<file path="src/rtl/mem_port_arbiter_if.sv">
// mem_port_arbiter_if: requester, memory and stall signals of the unified-memory port arbiter
interface mem_port_arbiter_if #(
  parameter int WIDTH = 32,
  parameter int INSTRUCTIONWIDTH = 24
);
  logic fetchReq;
  logic [WIDTH-1:0] fetchAddr;
  logic fetchValid;
  logic [INSTRUCTIONWIDTH-1:0] fetchInstr;
  logic dataReq;
  logic dataWe;
  logic [WIDTH-1:0] dataAddr;
  logic [WIDTH-1:0] dataWData;
  logic dataValid;
  logic [WIDTH-1:0] dataRData;
  logic ioReq;
  logic ioWe;
  logic [WIDTH-1:0] ioAddr;
  logic [WIDTH-1:0] ioWData;
  logic ioValid;
  logic [WIDTH-1:0] ioRData;
  logic memEn;
  logic memWe;
  logic [WIDTH-1:0] memAddr;
  logic [WIDTH-1:0] memWData;
  logic [WIDTH-1:0] memRData;
  logic stallFetch;
  logic stallMem;
  logic busy;
  modport slave (
    input  fetchReq, fetchAddr, dataReq, dataWe, dataAddr, dataWData,
           ioReq, ioWe, ioAddr, ioWData, memRData,
    output fetchValid, fetchInstr, dataValid, dataRData, ioValid, ioRData,
           memEn, memWe, memAddr, memWData, stallFetch, stallMem, busy
  );
  modport master (
    output fetchReq, fetchAddr, dataReq, dataWe, dataAddr, dataWData,
           ioReq, ioWe, ioAddr, ioWData, memRData,
    input  fetchValid, fetchInstr, dataValid, dataRData, ioValid, ioRData,
           memEn, memWe, memAddr, memWData, stallFetch, stallMem, busy
  );
endinterface

</file>
<file path="src/rtl/mem_port_arbiter.sv">
// mem_port_arbiter: shares the single-port memory between fetch, load/store and IO loader,
// one access per two cycles; ARB_ROUND_ROBIN_EN selects round-robin instead of fixed priority
module mem_port_arbiter #(
  parameter int WIDTH = 32,
  parameter int INSTRUCTIONWIDTH = 24,
  parameter int STARVELIMIT = 8
) (
  input logic clock,
  input logic reset,
  mem_port_arbiter_if.slave bus
);
  typedef enum logic {ISSUE, RESPOND} stateE;
  typedef enum logic [1:0] {DATA = 2'd0, FETCH = 2'd1, IO = 2'd2} ownerE;
  stateE state, stateNext;
  ownerE owner, grant;
  logic [2:0] reqs;
  logic anyReq, issueNow, respondNow;
  logic fetchDone, dataDone, ioDone;
  logic memEn, memWe;
  logic [WIDTH-1:0] memAddr, memWData;
  logic [INSTRUCTIONWIDTH-1:0] fetchInstrHeld;
  logic [WIDTH-1:0] dataRDataHeld, ioRDataHeld;
  assign reqs = {bus.ioReq, bus.fetchReq, bus.dataReq};
  assign anyReq = |reqs;
  assign issueNow = (state == ISSUE) && anyReq && !reset;
  assign respondNow = (state == RESPOND) && !reset;
`ifdef ARB_ROUND_ROBIN_EN
  ownerE rrPtr;
  logic [2:0] rrSum;
  logic [1:0] rrCand;
  // search from the pointer in order data, fetch, io; the nearest requester wins
  always_comb begin
    grant = DATA;
    rrSum = 3'd0;
    rrCand = 2'd0;
    for (int i = 2; i >= 0; i--) begin
      rrSum = {1'b0, rrPtr} + 3'(i);
      rrCand = (rrSum > 3'd2) ? 2'(rrSum - 3'd3) : rrSum[1:0];
      if (reqs[rrCand]) grant = ownerE'(rrCand);
    end
  end
  // pointer moves to the requester after the one just granted
  always_ff @(posedge clock) begin
    if (reset) rrPtr <= DATA;
    else if (issueNow) rrPtr <= (grant == IO) ? DATA : ownerE'(grant + 2'd1);
  end
`else
  logic [3:0] starveCnt;
  logic starved;
  assign starved = starveCnt >= 4'(STARVELIMIT);
  // fixed priority data > fetch > io, with io forced through once it has starved
  always_comb grant = (bus.ioReq && starved) ? IO : bus.dataReq ? DATA : bus.fetchReq ? FETCH : IO;
  // count ISSUE cycles that io loses; cleared when io wins or drops its request
  always_ff @(posedge clock) begin
    if (reset || !bus.ioReq || (issueNow && grant == IO)) starveCnt <= 4'd0;
    else if (issueNow && starveCnt != 4'hf) starveCnt <= starveCnt + 4'd1;
  end
`endif
  // state and owner registers; owner is captured at the grant
  always_ff @(posedge clock) begin
    if (reset) begin
      state <= ISSUE;
      owner <= FETCH;
    end else begin
      state <= stateNext;
      if (issueNow) owner <= grant;
    end
  end
  // next state and memory-side drive of the granted requester
  always_comb begin
    stateNext = state;
    memEn = 1'b0;
    memWe = 1'b0;
    memAddr = '0;
    memWData = '0;
    if (issueNow) begin
      stateNext = RESPOND;
      memEn = 1'b1;
      memWe = (grant == DATA) ? bus.dataWe : (grant == IO) && bus.ioWe;
      memAddr = (grant == DATA) ? bus.dataAddr : (grant == FETCH) ? bus.fetchAddr : bus.ioAddr;
      memWData = (grant == DATA) ? bus.dataWData : (grant == IO) ? bus.ioWData : '0;
    end else if (state == RESPOND) begin
      stateNext = ISSUE;
    end
  end
  assign fetchDone = respondNow && owner == FETCH;
  assign dataDone = respondNow && owner == DATA;
  assign ioDone = respondNow && owner == IO;
  // keep each owner's last response visible until its next one
  always_ff @(posedge clock) begin
    if (reset) begin
      fetchInstrHeld <= '0;
      dataRDataHeld <= '0;
      ioRDataHeld <= '0;
    end else begin
      if (fetchDone) fetchInstrHeld <= bus.memRData[INSTRUCTIONWIDTH-1:0];
      if (dataDone) dataRDataHeld <= bus.memRData;
      if (ioDone) ioRDataHeld <= bus.memRData;
    end
  end
  assign bus.memEn = memEn;
  assign bus.memWe = memWe;
  assign bus.memAddr = memAddr;
  assign bus.memWData = memWData;
  assign bus.fetchValid = fetchDone;
  assign bus.dataValid = dataDone;
  assign bus.ioValid = ioDone;
  assign bus.fetchInstr = fetchDone ? bus.memRData[INSTRUCTIONWIDTH-1:0] : fetchInstrHeld;
  assign bus.dataRData = dataDone ? bus.memRData : dataRDataHeld;
  assign bus.ioRData = ioDone ? bus.memRData : ioRDataHeld;
  assign bus.stallFetch = bus.fetchReq & ~fetchDone;
  assign bus.stallMem = bus.dataReq & ~dataDone;
  assign bus.busy = state == RESPOND;
endmodule

</file>
<file path="src/flat_wrapper.sv">
// flat-port wrapper written by rule: the top's interface ports become plain ports
module mem_port_arbiter_flat 
#(
  parameter int WIDTH = 32,
  parameter int INSTRUCTIONWIDTH = 24,
  parameter int STARVELIMIT = 8
)
  (clock, reset, bus_fetchReq, bus_fetchAddr, bus_dataReq, bus_dataWe, bus_dataAddr, bus_dataWData, bus_ioReq, bus_ioWe, bus_ioAddr, bus_ioWData, bus_memRData, bus_fetchValid, bus_fetchInstr, bus_dataValid, bus_dataRData, bus_ioValid, bus_ioRData, bus_memEn, bus_memWe, bus_memAddr, bus_memWData, bus_stallFetch, bus_stallMem, bus_busy);
  mem_port_arbiter_if #(.WIDTH(WIDTH), .INSTRUCTIONWIDTH(INSTRUCTIONWIDTH)) bus_i ();
  input logic clock;
  input logic reset;
  input wire logic [$bits(bus_i.fetchReq)-1:0] bus_fetchReq;
  input wire logic [$bits(bus_i.fetchAddr)-1:0] bus_fetchAddr;
  input wire logic [$bits(bus_i.dataReq)-1:0] bus_dataReq;
  input wire logic [$bits(bus_i.dataWe)-1:0] bus_dataWe;
  input wire logic [$bits(bus_i.dataAddr)-1:0] bus_dataAddr;
  input wire logic [$bits(bus_i.dataWData)-1:0] bus_dataWData;
  input wire logic [$bits(bus_i.ioReq)-1:0] bus_ioReq;
  input wire logic [$bits(bus_i.ioWe)-1:0] bus_ioWe;
  input wire logic [$bits(bus_i.ioAddr)-1:0] bus_ioAddr;
  input wire logic [$bits(bus_i.ioWData)-1:0] bus_ioWData;
  input wire logic [$bits(bus_i.memRData)-1:0] bus_memRData;
  output wire logic [$bits(bus_i.fetchValid)-1:0] bus_fetchValid;
  output wire logic [$bits(bus_i.fetchInstr)-1:0] bus_fetchInstr;
  output wire logic [$bits(bus_i.dataValid)-1:0] bus_dataValid;
  output wire logic [$bits(bus_i.dataRData)-1:0] bus_dataRData;
  output wire logic [$bits(bus_i.ioValid)-1:0] bus_ioValid;
  output wire logic [$bits(bus_i.ioRData)-1:0] bus_ioRData;
  output wire logic [$bits(bus_i.memEn)-1:0] bus_memEn;
  output wire logic [$bits(bus_i.memWe)-1:0] bus_memWe;
  output wire logic [$bits(bus_i.memAddr)-1:0] bus_memAddr;
  output wire logic [$bits(bus_i.memWData)-1:0] bus_memWData;
  output wire logic [$bits(bus_i.stallFetch)-1:0] bus_stallFetch;
  output wire logic [$bits(bus_i.stallMem)-1:0] bus_stallMem;
  output wire logic [$bits(bus_i.busy)-1:0] bus_busy;
  assign bus_i.fetchReq = bus_fetchReq;
  assign bus_i.fetchAddr = bus_fetchAddr;
  assign bus_i.dataReq = bus_dataReq;
  assign bus_i.dataWe = bus_dataWe;
  assign bus_i.dataAddr = bus_dataAddr;
  assign bus_i.dataWData = bus_dataWData;
  assign bus_i.ioReq = bus_ioReq;
  assign bus_i.ioWe = bus_ioWe;
  assign bus_i.ioAddr = bus_ioAddr;
  assign bus_i.ioWData = bus_ioWData;
  assign bus_i.memRData = bus_memRData;
  assign bus_fetchValid = bus_i.fetchValid;
  assign bus_fetchInstr = bus_i.fetchInstr;
  assign bus_dataValid = bus_i.dataValid;
  assign bus_dataRData = bus_i.dataRData;
  assign bus_ioValid = bus_i.ioValid;
  assign bus_ioRData = bus_i.ioRData;
  assign bus_memEn = bus_i.memEn;
  assign bus_memWe = bus_i.memWe;
  assign bus_memAddr = bus_i.memAddr;
  assign bus_memWData = bus_i.memWData;
  assign bus_stallFetch = bus_i.stallFetch;
  assign bus_stallMem = bus_i.stallMem;
  assign bus_busy = bus_i.busy;
  mem_port_arbiter #(.WIDTH(WIDTH), .INSTRUCTIONWIDTH(INSTRUCTIONWIDTH), .STARVELIMIT(STARVELIMIT)) u_core (.clock(clock), .reset(reset), .bus(bus_i));
endmodule
</file>
<file path="config.mk">
export PLATFORM = sky130hd
export DESIGN_NAME = mem_port_arbiter_flat
export DESIGN_NICKNAME = d
export VERILOG_FILES = /design/src/rtl/mem_port_arbiter_if.sv /design/src/rtl/mem_port_arbiter.sv /design/src/flat_wrapper.sv
export SDC_FILE = /design/constraint.sdc
export NUM_CORES = 1
export LEC_CHECK = 0
export BUFFER_PORTS_ARGS = -buffer_cell sky130_fd_sc_hd__buf_2
export CAP_MARGIN = 20
export CORE_AREA = 2 2 138 140
export CTS_CLUSTER_SIZE = 14
export DETAILED_ROUTE_END_ITERATION = 8
export DIE_AREA = 0 0 140 142
export PLACE_DENSITY = 0.54
export REMOVE_ABC_BUFFERS = 1
export SYNTH_ARGS = -nofsm -noshare
export SYNTH_HDL_FRONTEND = slang
export SYNTH_SLANG_ARGS = --single-unit
</file>
<file path="constraint.sdc">
create_clock -name clock -period 2.2 [get_ports clock]
set_clock_uncertainty 0.15 [all_clocks]
set_input_delay 0.44 -clock clock [delete_from_list [all_inputs] [get_ports clock]]
set_output_delay 0.44 -clock clock [all_outputs]
set_load 0.005 [all_outputs]
</file>
After elaboration in Yosys (flattened, before gate mapping)
Index checks and enable logic that the tools add are counted.
Word-level totals
  output and inout port bits: 160
  input port bits: 199
  logic and storage cells: 50
  register bits: 95
Cells by class
  multiplexer cells: 15
  magnitude comparators: 1
  equality and inequality tests: 5
  reduce and logical (&&, ||, !) cells: 17
  bitwise logic cells: 5
  add/sub/neg operators: 1
Operators by type and width (count)
  32-bit two-way mux: 8
  24-bit two-way mux: 1
  1-bit logical AND: 10
  2-bit two-way mux: 3
  4-bit by 1-bit adder with 4-bit output (second input constant): 1
  2-bit by 1-bit == test with 1-bit output (second input constant): 2
  2-bit == test (second input constant): 2
  4-bit >= comparator (second input constant): 1
  2-bit zero test: 2
  4-bit inequality test (second input constant): 1
  1-bit two-way mux: 3
  1-bit inverter: 3
  3-bit OR reduction: 1
  1-bit AND: 2
  1-bit zero test: 2
  1-bit logical OR: 2

Depth between registers and ports, before layout
Gate-level depths: netlist of run 1.
  depth after elaboration: 7
  depth in mapped cells: 6
  gate-level depth less buffers: 5

Worst setup path after synthesis of run 1
Ideal clock, no wire load.
  path kind: input port to output port
  from: input reset
  to: output bus_dataRData[23]
  stages on the path: 4
  path slack: 35 ps
  data arrival time: 1575 ps
  cell sequence: buf_2 -> nor4b_4 -> buf_6 -> mux2_1
On the way
  longest elaborated chain between the ends: 4
Ends and longest elaborated chain
  start, declared: RTL line flat_wrapper.sv:11  | input logic reset;
  1-bit zero test: RTL line mem_port_arbiter.sv:26  | assign respondNow = (state == RESPOND) && !reset;
  1-bit logical AND: RTL line mem_port_arbiter.sv:26
  1-bit logical AND: RTL line mem_port_arbiter.sv:87  | assign dataDone = respondNow && owner == DATA;
  named net bus_dataValid: RTL line flat_wrapper.sv:25  | output wire logic [$bits(bus_i.dataValid)-1:0] bus_dataValid;
  32-bit two-way mux: RTL line mem_port_arbiter.sv:109  | assign bus.dataRData = dataDone ? bus.memRData : dataRDataHeld;
  end, declared: RTL line flat_wrapper.sv:26  | output wire logic [$bits(bus_i.dataRData)-1:0] bus_dataRData;
The timed path passes the listed nets, and every way through them passes these cells.

Final worst setup path of run 1
  from: register u_core.state, in the netlist u_core.bus.busy
  to: output bus_ioRData[12]
On the way
  longest elaborated chain between the ends: 3
Ends and longest elaborated chain
  start, declared: RTL line mem_port_arbiter.sv:14  | stateE state, stateNext;
  start signal, assigned: RTL line mem_port_arbiter.sv:65  | state <= stateNext;
  1-bit logical AND: RTL line mem_port_arbiter.sv:26
  1-bit logical AND: RTL line mem_port_arbiter.sv:88  | assign ioDone = respondNow && owner == IO;
  32-bit two-way mux: RTL line mem_port_arbiter.sv:110  | assign bus.ioRData = ioDone ? bus.memRData : ioRDataHeld;
  end, declared: RTL line flat_wrapper.sv:28  | output wire logic [$bits(bus_i.ioRData)-1:0] bus_ioRData;
No other way between the ends.

==> out/metrics.cfg, run 1 <==
[synth]
async_flop_share_pct = 0
synth_most_common_cell = dfxtp_1
yosysTopAreaCell = dfxtp_1
yosysSeqAreaShare_pct = 38.8
ys_warn_count = 0
synth_commonest_cells = 95 x dfxtp_1, 88 x and2_1, 44 x mux2_2
synth_edf_count = 0
synth_top_area_share_pct = 38.8
avgSynthCellArea_um2 = 10.3
synthFlopType = dfxtp_1
synth_cell_type_count = 32
syn_inst = 477
ys_top_cells_by_area = dfxtp_1 39%, and2_1 11%, mux2_2 10%, mux2i_1 6.7%, mux2_4 6.1%
syn_area_um2 = 4900
ys_ff_latch = 95

[floorplan]
initial_core_util_pct = 26.6
dieArea_um2 = 19900
io-pin-count = 359
die_w_um = 140
core-area_um2 = 18500
dieHeight_um = 142
num_rows = 50

[place]
io_buffer_count = 358
post-dp-hpwl_mm = 13.6
dp_cells = 1052
place.gp.congestion = 0.848

[power_and_ir_drop]
powerDensity_nw_per_um2 = 470
p_leak_nw = 4.61
power.total_w = 0.00437
vdd_drop_max_uv = 382

[final_layout]
n_fill_cell = 1667
diodes = 0
fin_nets = 1083
drive_gt1_share_pct = 65.4
syn2layout_area_growth_pct = 89.4
post-route-util_pct = 50.3
instances_no_fill = 1122

[route]
ant_nets = 0
drc = 12
vias = 5111
route.detailed.wl_per_inst_um = 18.4
drt-pass1-iter-count = 9
vias_per_cell = 4.56
dr.first_iter.drc_count = 229
wl_mm = 20.7

[clock_tree]
cts_sinks = 95
root_buffer = clkbuf_16
cts_tree = done
cts_buffers = 9
htree_levels = 3
holdBufCountCts = 0
clk_latency_ns = 0.34
clockBufferDepth = 2
path_clk_slew_ns = 0.06

[worst_setup_path]
critPathMaxFanout = 8
critPathLaunchType = flip-flop
reg2reg_from = u_core.bus.busy
end_kind = output port
cp.arrival_ns = 1.83
worstSetupPathType = reg -> out
required_ns = 1.61
crit_start = u_core.bus.busy

[grt]
first_global_vias = 4889
grt_pass1_wl_mm = 29.0
grt_max_degree = 70
overflow = 0
grtUsageTotal_pct = 19.2
antenna_found_initial = 0

[min_path]
min_from = bus_memRData[30]
holdCritPathClass = in -> reg

[sta]
maxSlewHeadroom_pct = 74.2
fmax_mhz = 414
fin_tns_setup_ns = -21.20
rsz0062_at_grt = true
worst_slew_pin_slew_ns = 0.386
whs_ns = 0.316
hold_violations = 0
post-route-period-util_pct = 110
period_minus_slack_ns = 2.42
timing.final.ws_setup_ns = -0.216
slew_viol_final = 0
setup_violations = 154

[outcome]
outcome = finished, violations left
violations = design-rule violations, negative setup slack

[job]
max-cap-violations = 0

==> power breakdown <==
group / internal (W) / leakage [nW] / total, W / switching (W)
clock network: 0.000803 / 0.133 / 0.00148 / 0.000679
registers: 0.00175 / 0.770 / 0.00177 / 0.0000150
logic: 0.000650 / 3.71 / 0.00112 / 0.000465
==> worst paths after layout <==
kind                               to  slack [ns]  cells after the start
max                   bus_ioRData[12]       -0.22                      5
max reg2reg    u_core.ioRDataHeld[12]        0.29                      6
min          u_core.dataRDataHeld[30]        0.32                      3
min reg2reg       u_core.starveCnt[1]        0.38                      2
==> layer usage <==
layer	vias to the layer above	part of all wire, %	GRT usage, %	routed length, um
li1	2515	-	-	-
met4	0	0.89	4.41	184
met5	-	0	0	0
met2	198	51	33.2	10500
met1	2389	42	24.4	8680
met3	9	6.5	4.37	1350
==> stage by stage <==
step                      instance area [um2]  setup WS, ns
final                                    9290        -0.216
after global routing                     9290        -0.307
after detailed placement                 7100        -0.107
after CTS                                8900        -0.264
after global placement                   7100       -0.0996
after floorplan                          4690         -2.85
==> registers in the layout, indices dropped and copies added, names as in the netlist <==
| name | cells |
|---|---|
| u_core.fetchInstrHeld | 24 |
| u_core.owner | 2 |
| u_core.starveCnt | 4 |
| u_core.bus.busy | 1 |
| u_core.ioRDataHeld | 32 |
| u_core.dataRDataHeld | 32 |
==> cells in the final DEF (no fill, tap or decap), types with 4 or more instances in the layout <==
cell	n
a21oi_1	28
a21oi_2	5
a22o_1	32
and2_1	88
buf_12	15
buf_16	13
buf_2	267
buf_4	30
buf_6	102
buf_8	4
clkbuf_16	14
dfxtp_1	91
mux2_4	88
mux2i_1	32
nor2_1	6
o21ai_1	11
o21ai_2	18
o21ai_4	4
==> kinds of logic (layout without fill, tap and decap cells) <==
group	Yosys count	count (layout)	synth area share (%)
multiplexers	121	121	28.5
XOR/XNOR	1	1	0.179
flip-flops	95	95	38.8
AO/OA/AOI/OAI	106	106	13.6
buffers and inverters	42	453	4.49
AND/OR/NAND/NOR	111	111	14.2
adder cells (fa/ha/maj)	1	1	0.255
==> layout make-up <==
type | count | area, um2 | area share [%]
clock buffers | 12 | 246 | 2.65
clock inverters | 4 | 30.0 | 0.323
inverters | 1 | 3.75 | 0.0404
multi-input cells | 340 | 3250 | 35.0
flip-flops and latches | 95 | 1910 | 20.6
well taps | 234 | 293 | 3.15
repair buffers | 436 | 3550 | 38.2
==> timing repair <==
action	CTS	global route
setup endpoints to repair	154	156
pin swaps	19	28
buffers inserted	26	9
endpoints found under the hold margin	0	0
resized for setup	234	50
cloned	16	5
==> worst max-delay path, cell delays in order, from the launching register on <==
cell,delay (ns)
dfxtp_2,0.35
nor4bb_4,0.34
buf_6,0.19
buf_16,0.16
mux2_4,0.32
buf_6,0.12
No activity file was read; power rests on OpenSTA's default activity.
==> inputs of run 2 (changes only) <==
clock period = 2.6 ns   (was 2.2 ns; I/O delays follow)
==> run 2 against run 1 <==
Clock power down 11%. First-iteration DRC count up 4.8%. Critical path type unchanged. The run ends with design-rule violations left. Critical path depth unchanged. Sequential share of layout area up 4.7 points.
==> out/metrics.cfg, run 2 (synthesized netlist as in run 1, its figures left out) <==
[outcome]
outcome = finished, violations left
violations = design-rule violations

[sta]
maxSlewHeadroom_pct = 77.1  ; +2.9 points
worst_slew_pin_slew_ns = 0.342  ; -0.0440 ns
fmax_mhz = 391
hold_violations = 0  ; unchanged
slew_viol_final = 0  ; unchanged
rsz0062_at_grt = true
setup_violations = 0  ; -100%
post-route-period-util_pct = 98.3
period_minus_slack_ns = 2.55

[clock_tree]
cts_buffers = 9  ; unchanged
htree_levels = 3  ; unchanged
root_buffer = clkbuf_16
cts_tree = done
clk_latency_ns = 0.34  ; about the same
cts_sinks = 95  ; unchanged
path_clk_slew_ns = 0.08  ; +0.02 ns
clockBufferDepth = 2  ; unchanged
holdBufCountCts = 0  ; unchanged

[final_layout]
layout_commonest_cell = buf_2
regArea_um2 = 1910  ; -0.13%
multiInputGateArea_um2 = 2870  ; -12%
syn2layout_area_growth_pct = 54.2
n_fill_cell = 1910  ; +15%
drive_gt1_share_pct = 57.5  ; -7.9 points
instances_no_fill = 1076  ; -4.1%
fin_nets = 1035  ; -4.4%
post-route-util_pct = 41.0  ; -9.4 points
final_cell_mix = 358 x buf_2, 93 x dfxtp_1, 88 x and2_1
largestRegisters = u_core.dataRDataHeld x32, u_core.ioRDataHeld x32, u_core.fetchInstrHeld x24

[worst_setup_path]
critPathLaunchType = flip-flop
worstSetupPathType = reg -> out
critPathMaxFanout = 6  ; -2
end_kind = output port
required_ns = 1.93  ; +0.32 ns
cp.arrival_ns = 1.88  ; +0.05 ns
r2r_cells = 5  ; -1

[place]
dp_cells = 1046  ; -0.57%
post-dp-hpwl_mm = 13.9  ; +2.6%
place.gp.congestion = 0.886  ; +4.5%
io_buffer_count = 358  ; unchanged

[grt]
first_global_vias = 4511  ; -7.7%
grt_pass1_wl_mm = 25.8  ; -11%
grt_max_degree = 44  ; -37%
overflow = 0  ; unchanged
grtUsageTotal_pct = 16.8  ; -2.3 points
antenna_found_initial = 2  ; +2

[power_and_ir_drop]
vdd_drop_max_uv = 275  ; -28%
swShare_pct = 27.8  ; +1.2 points
p_int_w = 0.00251  ; -22%
power_frac_comb_pct = 19.2  ; -6.3 points
p_seq_share_pct = 43.0  ; +2.5 points
p_leak_nw = 4.08  ; -11%
power.total_w = 0.00348  ; -20%
powerDensity_nw_per_um2 = 460  ; -2.1%
p_sw_w = 0.000967  ; -17%
pwr-share-clk_pct = 37.8  ; +3.9 points

[route]
vias = 4850  ; -5.1%
wl_mm = 18.7  ; -9.5%
ant_nets = 0  ; unchanged
route.detailed.wl_per_inst_um = 17.4  ; -5.6%
drt-pass1-iter-count = 8  ; -1
vias_per_cell = 4.51  ; -1.0%
drc = 20  ; +8
dr.first_iter.drc_count = 240  ; +4.8%

[floorplan]
io-pin-count = 359  ; unchanged
dieHeight_um = 142  ; unchanged
initial_core_util_pct = 26.6  ; unchanged
dieArea_um2 = 19900  ; unchanged
num_rows = 50  ; unchanged
core-area_um2 = 18500  ; unchanged
die_w_um = 140  ; unchanged

[min_path]
holdCritPathClass = in -> reg
holdPathStages = 3  ; unchanged

[job]
max-cap-violations = 0  ; unchanged

run 2: cell count changes in the layout (fill, tap and decap cells not counted), sizes merged:
cell,before,now
buf,431,385
clkbuf,17,12
diode,0,2
inv,2,4
clkinvlp,1,2
run 2: final timing paths:
path | from | slack (ns) | to
worst min register to register | u_core.starveCnt[1] | 0.40 | u_core.starveCnt[1]
worst max-delay path | u_core.owner[0] | 0.05 | bus_fetchInstr[18]
worst min-delay path | bus_memRData[24] | 0.38 | u_core.dataRDataHeld[24]
worst max register to register | u_core.owner[1] | 0.79 | u_core.ioRDataHeld[3]
run 2: stage by stage:
step           setup TNS [ns]  hold WS (ns)  setup slack, ns  cell area (um2)
5_1_grt                -0.679         0.363          -0.0381             7560
4_1_cts                     0         0.362          0.00179             7350
6_report                    0         0.377           0.0454             7560
2_1_floorplan         -323.87         0.340            -2.53             4690
3_5_place_dp                0         0.376            0.111             7060
3_3_place_gp                0         0.369            0.130             7060
run 2: timing repair:
action                     4_1_cts  5_1_grt
pin swaps                        0        4
buffers inserted                 0        7
gates resized for setup          1       22
setup endpoints to repair       21       70
gates cloned                     0        5
run 2: final cells by class:
class,count,area share (%)
Sequential cell,95,25.3
Clock buffer,9,2.98
Tap cell,234,3.87
Clock inverter,7,0.894
Antenna cell,2,0.0662
Multi-Input combinational cell,340,37.9
Inverter,1,0.0496
Timing Repair Buffer,388,28.9
run 2: critical path: stages (launching register included):
cell and delay, ns:
dfxtp_4 0.39, nor4bb_4 0.29, buf_4 0.19, buf_4 0.19
mux2_2 0.35, buf_2 0.14
run 2: power by group through the flow:
stage / clock (W) / sequential, W / combinational, W
6_report: 0.00131 / 0.00150 / 0.000668
3_5_place_dp: 0 / 0.00153 / 0.000649
5_1_grt: 0.00143 / 0.00150 / 0.000729
2_1_floorplan: 0 / 0.00153 / 0.000263
3_3_place_gp: 0 / 0.00153 / 0.000648
4_1_cts: 0.00136 / 0.00150 / 0.000651
run 2: per-layer routing:
layer / routed length, um / track usage, % / share of wire, % / up-vias
met2: 9090 / 28.3 / 48 / 193
met3: 1270 / 3.50 / 6.8 / 14
li1: - / - / - / 2414
met5: 0 / 0 / 0 / -
met1: 8060 / 21.8 / 43 / 2229
met4: 314 / 5.42 / 1.7 / 0
